**config.mk**
```make
export PLATFORM = sky130hd
export DESIGN_NAME = fetch_stage_flat
export DESIGN_NICKNAME = d
export VERILOG_FILES = /design/src/rtl/fetch_stage_pkg.sv /design/src/rtl/fetch_stage_if.sv /design/src/rtl/fetch_stage_queue.sv /design/src/rtl/fetch_stage.sv /design/src/flat_wrapper.sv
export SDC_FILE = /design/constraint.sdc
export NUM_CORES = 1
export LEC_CHECK = 0
export CORE_UTILIZATION = 30
export DETAILED_ROUTE_END_ITERATION = 8
export SKIP_LAST_GASP = 1
export SYNTH_ARGS = -nofsm -noshare
export SYNTH_HDL_FRONTEND = slang
export SYNTH_HIERARCHICAL = 1
export SYNTH_SLANG_ARGS = --single-unit
export TNS_END_PERCENT = 100
```
**constraint.sdc**
```tcl
create_clock -name clock -period 20.6 [get_ports clock]
set_input_delay 6.18 -clock clock [delete_from_list [all_inputs] [get_ports clock]]
set_output_delay 6.18 -clock clock [all_outputs]
set_load 0.02 [all_outputs]
```
**src/rtl/fetch_stage_pkg.sv**
```systemverilog
// Shared types and constants for the fetch front end: the bubble encoding,
// the redirect target selectors and the fetch queue entry layout.
package fetch_stage_pkg;

  localparam logic [31:0] FETCH_NOP = 32'h0000_0000;

  typedef enum logic [1:0] {
    PCTYPE_BRANCH = 2'b00,
    PCTYPE_REG    = 2'b01,
    PCTYPE_JUMP   = 2'b10,
    PCTYPE_SEQ    = 2'b11
  } pctype_e;

  typedef struct packed {
    logic [31:0] instr;
    logic [31:0] pc;
  } fetch_entry_t;

  function automatic logic [31:0] word_align(input logic [31:0] addr);
    return {addr[31:2], 2'b00};
  endfunction

endpackage

```
**src/rtl/fetch_stage_if.sv**
```systemverilog
// Fetch-side bus bundle: instruction memory port, Fetch->Decode register
// outputs and Decode->Fetch redirect/stall controls.
interface fetch_stage_if;

  logic        imem_req;
  logic [31:0] imem_addr;
  logic        imem_gnt;
  logic        imem_rvalid;
  logic [31:0] imem_rdata;

  logic [31:0] if_id_instruc;
  logic [31:0] if_id_nextpc;
  logic        if_id_valid;

  logic        id_if_selpcsource;
  logic [1:0]  id_if_selpctype;
  logic [31:0] id_if_pcimd2ext;
  logic [31:0] id_if_rega;
  logic [31:0] id_if_pcindex;
  logic        id_stall;

  modport master (
    output imem_req, imem_addr, if_id_instruc, if_id_nextpc, if_id_valid,
    input  imem_gnt, imem_rvalid, imem_rdata,
    input  id_if_selpcsource, id_if_selpctype, id_if_pcimd2ext,
    input  id_if_rega, id_if_pcindex, id_stall
  );

  modport slave (
    input  imem_req, imem_addr, if_id_instruc, if_id_nextpc, if_id_valid,
    output imem_gnt, imem_rvalid, imem_rdata,
    output id_if_selpcsource, id_if_selpctype, id_if_pcimd2ext,
    output id_if_rega, id_if_pcindex, id_stall
  );

endinterface

```
**src/rtl/fetch_stage_queue.sv**
```systemverilog
// fetch_queue: small synchronous FIFO holding {instr, pc} responses while
// Decode is stalled. Flush wins over push; DEPTH must be a power of 2.
module fetch_queue
  import fetch_stage_pkg::*;
#(
  parameter int DEPTH = 2
) (
  input  logic                     clock,
  input  logic                     reset,
  input  logic                     push,
  input  logic                     pop,
  input  logic                     flush,
  input  fetch_entry_t             push_data,
  output fetch_entry_t             head,
  output logic [$clog2(DEPTH):0]   count
);

  localparam int PTR_W = $clog2(DEPTH);
  localparam int CNT_W = PTR_W + 1;

  fetch_entry_t     mem [DEPTH];
  logic [PTR_W-1:0] wr_ptr;
  logic [PTR_W-1:0] rd_ptr;
  logic             do_push;
  logic             do_pop;

  assign do_push = push & ~flush & (count != CNT_W'(DEPTH));
  assign do_pop  = pop & ~flush & (count != '0);
  assign head    = mem[rd_ptr];

  always_ff @(posedge clock or negedge reset) begin
    if (!reset) begin
      wr_ptr <= '0;
      rd_ptr <= '0;
      count  <= '0;
    end else if (flush) begin
      wr_ptr <= '0;
      rd_ptr <= '0;
      count  <= '0;
    end else begin
      if (do_push) wr_ptr <= wr_ptr + 1'b1;
      if (do_pop)  rd_ptr <= rd_ptr + 1'b1;
      count <= count + CNT_W'(do_push) - CNT_W'(do_pop);
    end
  end

  // NOTE: storage has no reset; the pointers and count define what is valid.
  always_ff @(posedge clock) begin
    if (do_push) mem[wr_ptr] <= push_data;
  end

endmodule

```
**src/rtl/fetch_stage.sv**
```systemverilog
// Fetch front end: PC, in-order imem requests, response queue and the
// Fetch->Decode register. Define FETCH_PERF_EN to add redirect/bubble counters.
module fetch_stage
  import fetch_stage_pkg::*;
#(
  parameter logic [31:0] RESET_PC = 32'h0000_0000,
  parameter int          QDEPTH   = 2
) (
  input  logic                clock,
  input  logic                reset,
  fetch_stage_if.master       bus
`ifdef FETCH_PERF_EN
  ,
  output logic [31:0]         perf_redirects,
  output logic [31:0]         perf_bubbles
`endif
);

  localparam int CNT_W = $clog2(QDEPTH) + 1;

  logic [31:0]      pc;
  logic [31:0]      rsp_pc;
  logic [CNT_W-1:0] outstanding;
  logic [CNT_W-1:0] drop_cnt;
  logic [CNT_W-1:0] q_count;
  logic [CNT_W:0]   occupancy;
  fetch_entry_t     q_head;
  logic [31:0]      target_raw;
  logic [31:0]      target;
  logic             redirect;
  logic             fire;
  logic             accept;
  logic             q_empty;
  logic             bypass;

  assign redirect  = bus.id_if_selpcsource & bus.if_id_valid & ~bus.id_stall;
  assign occupancy = {1'b0, outstanding} + {1'b0, q_count};
  assign bus.imem_req  = reset & ~redirect & (occupancy < (CNT_W + 1)'(QDEPTH));
  assign bus.imem_addr = pc;
  assign fire      = bus.imem_req & bus.imem_gnt;
  // Stale responses are counted off by drop_cnt; a redirect discards the current one too.
  assign accept    = bus.imem_rvalid & (drop_cnt == '0) & ~redirect;
  assign q_empty   = (q_count == '0);
  assign bypass    = accept & q_empty & ~bus.id_stall;

  // NOTE: default first so every path assigns target_raw and no latch is inferred.
  always_comb begin
    target_raw = bus.id_if_pcimd2ext;
    case (pctype_e'(bus.id_if_selpctype))
      PCTYPE_BRANCH: target_raw = bus.id_if_pcimd2ext;
      PCTYPE_REG:    target_raw = bus.id_if_rega;
      PCTYPE_JUMP:   target_raw = bus.id_if_pcindex;
      PCTYPE_SEQ:    target_raw = bus.if_id_nextpc;
      default:       target_raw = bus.id_if_pcimd2ext;
    endcase
  end

  assign target = word_align(target_raw);

  fetch_queue #(.DEPTH(QDEPTH)) u_queue (
    .clock     (clock),
    .reset     (reset),
    .push      (accept & ~bypass),
    .pop       (~bus.id_stall & ~redirect),
    .flush     (redirect),
    .push_data ('{instr: bus.imem_rdata, pc: rsp_pc}),
    .head      (q_head),
    .count     (q_count)
  );

  // NOTE: non-blocking assignments keep every register update on the same edge.
  always_ff @(posedge clock or negedge reset) begin
    if (!reset) begin
      pc          <= RESET_PC;
      rsp_pc      <= RESET_PC;
      outstanding <= '0;
      drop_cnt    <= '0;
    end else if (redirect) begin
      pc          <= target;
      rsp_pc      <= target;
      outstanding <= outstanding - CNT_W'(bus.imem_rvalid);
      drop_cnt    <= outstanding - CNT_W'(bus.imem_rvalid);
    end else begin
      if (fire) pc <= pc + 32'd4;
      outstanding <= outstanding + CNT_W'(fire) - CNT_W'(bus.imem_rvalid);
      if (bus.imem_rvalid && drop_cnt != '0) drop_cnt <= drop_cnt - 1'b1;
      if (accept) rsp_pc <= rsp_pc + 32'd4;
    end
  end

  always_ff @(posedge clock or negedge reset) begin
    if (!reset) begin
      bus.if_id_instruc <= FETCH_NOP;
      bus.if_id_nextpc  <= '0;
      bus.if_id_valid   <= 1'b0;
    end else if (!bus.id_stall) begin
      if (!redirect && !q_empty) begin
        bus.if_id_instruc <= q_head.instr;
        bus.if_id_nextpc  <= q_head.pc + 32'd4;
        bus.if_id_valid   <= 1'b1;
      end else if (bypass) begin
        bus.if_id_instruc <= bus.imem_rdata;
        bus.if_id_nextpc  <= rsp_pc + 32'd4;
        bus.if_id_valid   <= 1'b1;
      end else begin
        bus.if_id_instruc <= FETCH_NOP;
        bus.if_id_valid   <= 1'b0;
      end
    end
  end

`ifdef FETCH_PERF_EN
  logic bubble_load;
  assign bubble_load = ~bus.id_stall & ~redirect & q_empty & ~accept;

  always_ff @(posedge clock or negedge reset) begin
    if (!reset) begin
      perf_redirects <= '0;
      perf_bubbles   <= '0;
    end else begin
      if (redirect)    perf_redirects <= perf_redirects + 32'd1;
      if (bubble_load) perf_bubbles   <= perf_bubbles + 32'd1;
    end
  end
`endif

endmodule

```
**src/flat_wrapper.sv**
```systemverilog
// flat-port wrapper written by rule: the top's interface ports become plain ports
module fetch_stage_flat import fetch_stage_pkg::*;
#(
  parameter logic [31:0] RESET_PC = 32'h0000_0000,
  parameter int          QDEPTH   = 2
)
  (clock, reset, bus_imem_req, bus_imem_addr, bus_if_id_instruc, bus_if_id_nextpc, bus_if_id_valid, bus_imem_gnt, bus_imem_rvalid, bus_imem_rdata, bus_id_if_selpcsource, bus_id_if_selpctype, bus_id_if_pcimd2ext, bus_id_if_rega, bus_id_if_pcindex, bus_id_stall);
  fetch_stage_if bus_i ();
  input  logic clock;
  input  logic reset;
  output wire logic [$bits(bus_i.imem_req)-1:0] bus_imem_req;
  output wire logic [$bits(bus_i.imem_addr)-1:0] bus_imem_addr;
  output wire logic [$bits(bus_i.if_id_instruc)-1:0] bus_if_id_instruc;
  output wire logic [$bits(bus_i.if_id_nextpc)-1:0] bus_if_id_nextpc;
  output wire logic [$bits(bus_i.if_id_valid)-1:0] bus_if_id_valid;
  input wire logic [$bits(bus_i.imem_gnt)-1:0] bus_imem_gnt;
  input wire logic [$bits(bus_i.imem_rvalid)-1:0] bus_imem_rvalid;
  input wire logic [$bits(bus_i.imem_rdata)-1:0] bus_imem_rdata;
  input wire logic [$bits(bus_i.id_if_selpcsource)-1:0] bus_id_if_selpcsource;
  input wire logic [$bits(bus_i.id_if_selpctype)-1:0] bus_id_if_selpctype;
  input wire logic [$bits(bus_i.id_if_pcimd2ext)-1:0] bus_id_if_pcimd2ext;
  input wire logic [$bits(bus_i.id_if_rega)-1:0] bus_id_if_rega;
  input wire logic [$bits(bus_i.id_if_pcindex)-1:0] bus_id_if_pcindex;
  input wire logic [$bits(bus_i.id_stall)-1:0] bus_id_stall;
  assign bus_imem_req = bus_i.imem_req;
  assign bus_imem_addr = bus_i.imem_addr;
  assign bus_if_id_instruc = bus_i.if_id_instruc;
  assign bus_if_id_nextpc = bus_i.if_id_nextpc;
  assign bus_if_id_valid = bus_i.if_id_valid;
  assign bus_i.imem_gnt = bus_imem_gnt;
  assign bus_i.imem_rvalid = bus_imem_rvalid;
  assign bus_i.imem_rdata = bus_imem_rdata;
  assign bus_i.id_if_selpcsource = bus_id_if_selpcsource;
  assign bus_i.id_if_selpctype = bus_id_if_selpctype;
  assign bus_i.id_if_pcimd2ext = bus_id_if_pcimd2ext;
  assign bus_i.id_if_rega = bus_id_if_rega;
  assign bus_i.id_if_pcindex = bus_id_if_pcindex;
  assign bus_i.id_stall = bus_id_stall;
  fetch_stage #(.RESET_PC(RESET_PC), .QDEPTH(QDEPTH)) u_core (.clock(clock), .reset(reset), .bus(bus_i));
endmodule
```
# == Word level (Yosys, flattened, before mapping) ==
# Memory sizes are Yosys's and may differ from the RTL's.
# Cells that the tools add are included.
# word_totals
elab_cells,83
mem_bits_rw,128
out_inout_bits,98
input_bits,136
memories,1
register_bits,137
# mem_list
name,words,word_bits,rd,rd_ports_with_merged_regs,wr,line_no,source
u_core.u_queue.mem,2,64,1,0,1,fetch_stage_queue.sv:21,fetch_entry_t mem [DEPTH];
# op_classes
bitwise,18
n_reduce_logical,16
n_eq_ne,4
n_mux,21
addsub,12
order_cmp,1
# op_table
op,count
two-way mux 32 bit,8
one-hot mux 32 bit (4 select lines),1
"adder 32 x 3 -> 32 bit, second input constant",3
nonzero test 2 bit,8
AND 1 bit,15
two-way mux 1 bit,8
two-way mux 2 bit,4
logical NOT 2 bit,3
subtractor 2 x 1 -> 2 bit,3
adder 2 x 1 -> 2 bit,2
"equality test 2 bit, second input constant",2
adder 2 x 2 -> 3 bit,1
"less-than comparator 3 x 2 -> 1 bit, second input constant",1
NOT 1 bit,3
"adder 1 bit, second input constant",2
"equality test 2 x 1 -> 1 bit, second input constant",1
logical AND 1 bit,2
logical NOT 1 bit,2
"inequality test 2 bit, second input constant",1
AND reduction 2 bit,1
"subtractor 2 x 1 -> 2 bit, second input constant",1

# == Logic depth before layout (Yosys ltp) ==
# logic_depth
depth_word,13
mapped_depth,13

# == Cells and area by module ==
# Netlist, hierarchy kept.
# by_module_without_submodules
module,n_inst,seq_area_each_um2,cells_per_inst,area_each_um2
fetch_stage,1,3228.1,851,8021.4
fetch_queue,1,3943.8,226,4879.7

# == Worst setup path after synthesis ==
# No wires, ideal clock.
# synth_timing
kind,input -> output
startpoint,input port bus_id_stall
endpoint,output port bus_imem_req
t_required_ns,14.420
cell_stages,5
path_buffers,2
arrival_time_ns,7.625
setup_slack_ns,6.795
cell_sequence,nand3b_1 -> inv_1 -> clkbuf_1 -> clkbuf_1 -> nor4b_1
# synth_between
elab_chain_cells,5
# synth_lines
element,line_no,source
from (decl),flat_wrapper.sv:24,input wire logic [$bits(bus_i.id_stall)-1:0] bus_id_stall;
NOT 1 bit (no line),--,
AND 1 bit,fetch_stage.sv:36,assign redirect = bus.id_if_selpcsource & bus.if_id_valid & ~bus.id_stall;
via u_core.redirect,fetch_stage.sv:30,logic redirect;
NOT 1 bit,fetch_stage.sv:38,assign bus.imem_req = reset & ~redirect & (occupancy < (CNT_W + 1)'(QDEPTH));
AND 1 bit (2 in series),fetch_stage.sv:38,
to (decl),flat_wrapper.sv:11,output wire logic [$bits(bus_i.imem_req)-1:0] bus_imem_req;
# The timed path passes the listed nets, and every way through them passes these cells.

# == Final worst setup path ==
# layout_timing
startpoint,input port bus_id_stall
endpoint,output port bus_imem_req
# layout_between
elab_chain_cells,5
# layout_lines
element,line_no
NOT 1 bit (no line),--
AND 1 bit,fetch_stage.sv:36
NOT 1 bit,fetch_stage.sv:38
AND 1 bit (2 in series),fetch_stage.sv:38
# No other way between the ends.

==> metrics.md <==
| Metric | Value |
|---|---|
| Status | finished, final reports clean |
| Die height | approximately 210 um |
| Max Slew Vio Count | 0 |
| Latest clock arrival within the worst-skew pair | roughly 0.57 ns |
| Vias/cell | 5.231 |
| Post-synth EDFFs | approximately 130 |
| Die W | approximately 210 um |
| First-pass GRT wire length | around 58,000 um |
| Initial core utilization | a little under a third |
| Cell taking the most area after synthesis | edfxtp_1 |
| Max Fclk | about 65 MHz |
| RSZ-0062 raised after global routing | false |
| Slew @ Worst Pin | around 1.1 ns |
| DR iter-0 viols | 638 |
| Initial antenna violation count | 2 |
| Mapped Area | between 10,000 and 15,000 um^2 |
| CP max-delay cell | clkdlybuf4s50_1 |
| Clk sink count | 261 |
| PD cells | 140.9 nW/um^2 |
| PortBufs | between 200 and 250 |
| GR Util All Layers | 17.24% |
| Dpl cell area | between 15,000 and 20,000 um^2 |
| Critical path class | in2out |
| Final setup viols | 0 |
| Worst Path Arrival | slightly above 9 ns |
| Final nets | approximately 1.4k |
| TritonCTS clock tree | done |
| Dominant synthesized flop cell | dfrtp_1 |
| Min-Delay Path Class | reg2reg |
| Synthesized flop and latch total | ~260 |
| Syn avg cell area | ~12 um^2 |
| Gate Count Post-Synth | around 1.1k |
| DRT Wirelength | between 30,000 and 40,000 um |
| CTS Root Cell | clkbuf_16 |
| Endpoints failing hold | 0 |
| Design Area, Final | between 15,000 and 20,000 um^2 |
| Clock transition at path regs | about 0.06 ns |
| Peak supply drop | around 0.074 mV |
| Post-Route Skew | 0.03132 ns |
| Cell family with most CP delay | buffers and inverters |
| Worst Path Buf+Inv | 5 |
| Post-route ant nets | 0 |
| GRT overflow | 0 |
| Critical path launch point type | input pin |
| WL per Instance | roughly 20 um |
| Leakage Power | 5.940 nW |
| TNS Setup | 0 ns |
| CP required | between 10 and 15 ns |
| Crit path capture type | output port |
| Hold buffers post-CTS | 0 |
| Critical path, cell by cell | buf_2 -> buf_4 -> nand3b_1 -> buf_4 -> inv_1 -> nor4b_1 -> clkdlybuf4s50_1 |
| Async SR Flop Fraction | between 50% and 60% |
| Total setup buffers inserted after CTS | 0 |
| Core outline area | between 40,000 and 50,000 um^2 |
| Post-route DRC | 0 |
| Clock Tree Buf Depth | 3 |
| Post-route clock period utilization | 74.37% |
| Share of cells above drive strength 1 | approximately a tenth |
| CTS Buf Count | 29 |
| Length of the first detailed-routing pass in iterations | 4 |
| Routed vias | ~9.7k |
| Crit-path max FO | between 60 and 70 |
| Synth top area cells | edfxtp_1, dfrtp_1, mux4_2 |
| # diodes | 0 |
| DIE AREA | ~44,000 um^2 |
| Ys Warns | 6 |
| CP most frequent cell | buf_4 |
| Post-detail-place hpwl | between 20,000 and 30,000 um |
| Post-CTS Resized | 0 |
| Post-synth top area share | approximately 30% |
| Syn-to-layout area delta | 29.12% |
| Max cap viols | 0 |
| Seq/Total Area, Yosys | approximately 56% |
| CP max stage delay | approximately 0.67 ns |
| I/O Pins | 234 |
| Yosys cell types | 63 |
| H-tree depth | 1 |
| Row Count | 75 |
| Vias in the first global route | around 9.8k |
| Rel. slew slack | around a quarter |
| Gp weighted congestion | roughly 0.82 |
| Pin count of the biggest net entering global routing | 73 |
| Clock period minus worst slack | 15.32 ns |
cell families (layout without fill, tap and decap cells):
kind of cell             after synthesis  after routing  synth area share (%)
AO/OA/AOI/OAI                        211            211                 10.05
XOR/XNOR                             100            100                 6.789
adder cells (fa/ha/maj)                9              9                0.9311
buffers and inverters                 75            310                 2.686
flip-flops                           261            261                 55.59
multiplexers                         101            101                 11.38
other                                  1              6               0.02907
AND/OR/NAND/NOR                      319            319                 12.55
metrics by stage:
step / power [mW] / util (%) / cells / hold slack (ns) / setup WS [ns]
final: 2.347 / 39.54 / 1856 / 0.4840 / 5.279
after global routing: 2.487 / 39.54 / 1856 / 0.5017 / 5.026
after CTS: 2.368 / 39.54 / 1856 / 0.4868 / 5.276
after detailed placement: 1.838 / 37.27 / 1802 / 0.4721 / 5.304
after global placement: 1.824 / 37.27 / 1802 / 0.4651 / 5.252
after floorplan: 1.435 / - / 1082 / 0.4368 / 6.795
layer usage:
| layer | up-vias | share of wire (%) | track usage (%) |
|---|---|---|---|
| met5 | - | 0.034 | 0 |
| li1 | 4483 | - | - |
| met3 | 45 | 6.3 | 2.948 |
| met2 | 332 | 46 | 27.63 |
| met1 | 4847 | 46 | 24.37 |
| met4 | 2 | 2.1 | 3.727 |
tightest hold or removal path: stages (launching register included):
cell and delay (ns):
dfrtp_1 0.34, nand2_1 0.05, o21ai_0 0.06
cell usage after synthesis (7+ instances only):
library cell / count
a31oi_1: 9
or3_1: 11
inv_1: 14
buf_2: 9
mux2_2: 15
a21oi_1: 61
nor4_1: 13
and3_1: 14
o221ai_1: 8
ha_1: 8
xnor2_1: 52
dfrtp_1: 133
and4_1: 9
and2_1: 7
edfxtp_1: 128
nand3_1: 38
nor2_1: 59
mux4_2: 30
nand2_1: 92
nand4_1: 31
clkbuf_1: 41
nor3_1: 22
o21ai_0: 69
a22oi_1: 34
xor2_1: 48
mux2_1: 50
cells in the final DEF, fill, tap and decap left out, types with 29 or more instances in the layout:
master,instances
nand3_1,38
edfxtp_1,128
a21oi_1,61
xor2_1,48
xnor2_1,52
a22oi_1,34
nor2_1,57
mux4_2,30
nand2_1,92
clkdlybuf4s50_1,221
nand4_1,31
o21ai_0,68
clkbuf_16,29
dfrtp_1,132
mux2_1,50
registers in the layout (all words and copies together), names as in the netlist, 2 cells and up:
| register | cells |
|---|---|
| u_core/rsp_pc | 30 |
| u_core/outstanding | 2 |
| u_core/bus.imem_addr | 30 |
| u_core/u_queue/count | 2 |
| u_core/u_queue/mem | 128 |
| u_core/bus.if_id_nextpc | 32 |
| u_core/drop_cnt | 2 |
| u_core/bus.if_id_instruc | 32 |
area by class of cell:
| type | instances | area, um^2 |
|---|---|---|
| inverter | 14 | 52.55 |
| multi-input combinational | 746 | 5435 |
| clock buffer | 40 | 807.0 |
| timing repair buffer | 242 | 2366 |
| clock inverter | 14 | 150.1 |
| tap | 539 | 674.4 |
| fill | 4053 | 25480 |
| sequential | 261 | 7173 |
report_power, final:
group | leakage [nW] | internal (mW) | total (mW) | switching [mW]
Sequential | 2.77 | 0.728 | 0.915 | 0.186
Clock | 0.465 | 0.301 | 0.517 | 0.216
Combinational | 2.71 | 0.418 | 0.915 | 0.497
Total | 5.94 | 1.45 | 2.35 | 0.899
path summary, 6_finish.rpt:
kind	slack, ns	endpoint	start	cells past startpoint
max reg2reg	16.10	u_core/u_queue/mem[1][33]	u_core/bus.if_id_valid	9
max in group asynchronous	13.51	u_core/u_queue/rd_ptr	reset	2
max	5.28	bus_imem_req	bus_id_stall	7
min reg2reg	0.48	u_core/bus.if_id_instruc[31]	u_core/bus.if_id_instruc[31]	2
min in group asynchronous	5.61	u_core/bus.imem_addr[24]	reset	1
min	0.48	u_core/bus.if_id_instruc[31]	u_core/bus.if_id_instruc[31]	2
Note: power is estimated with default switching activity, not from simulation.
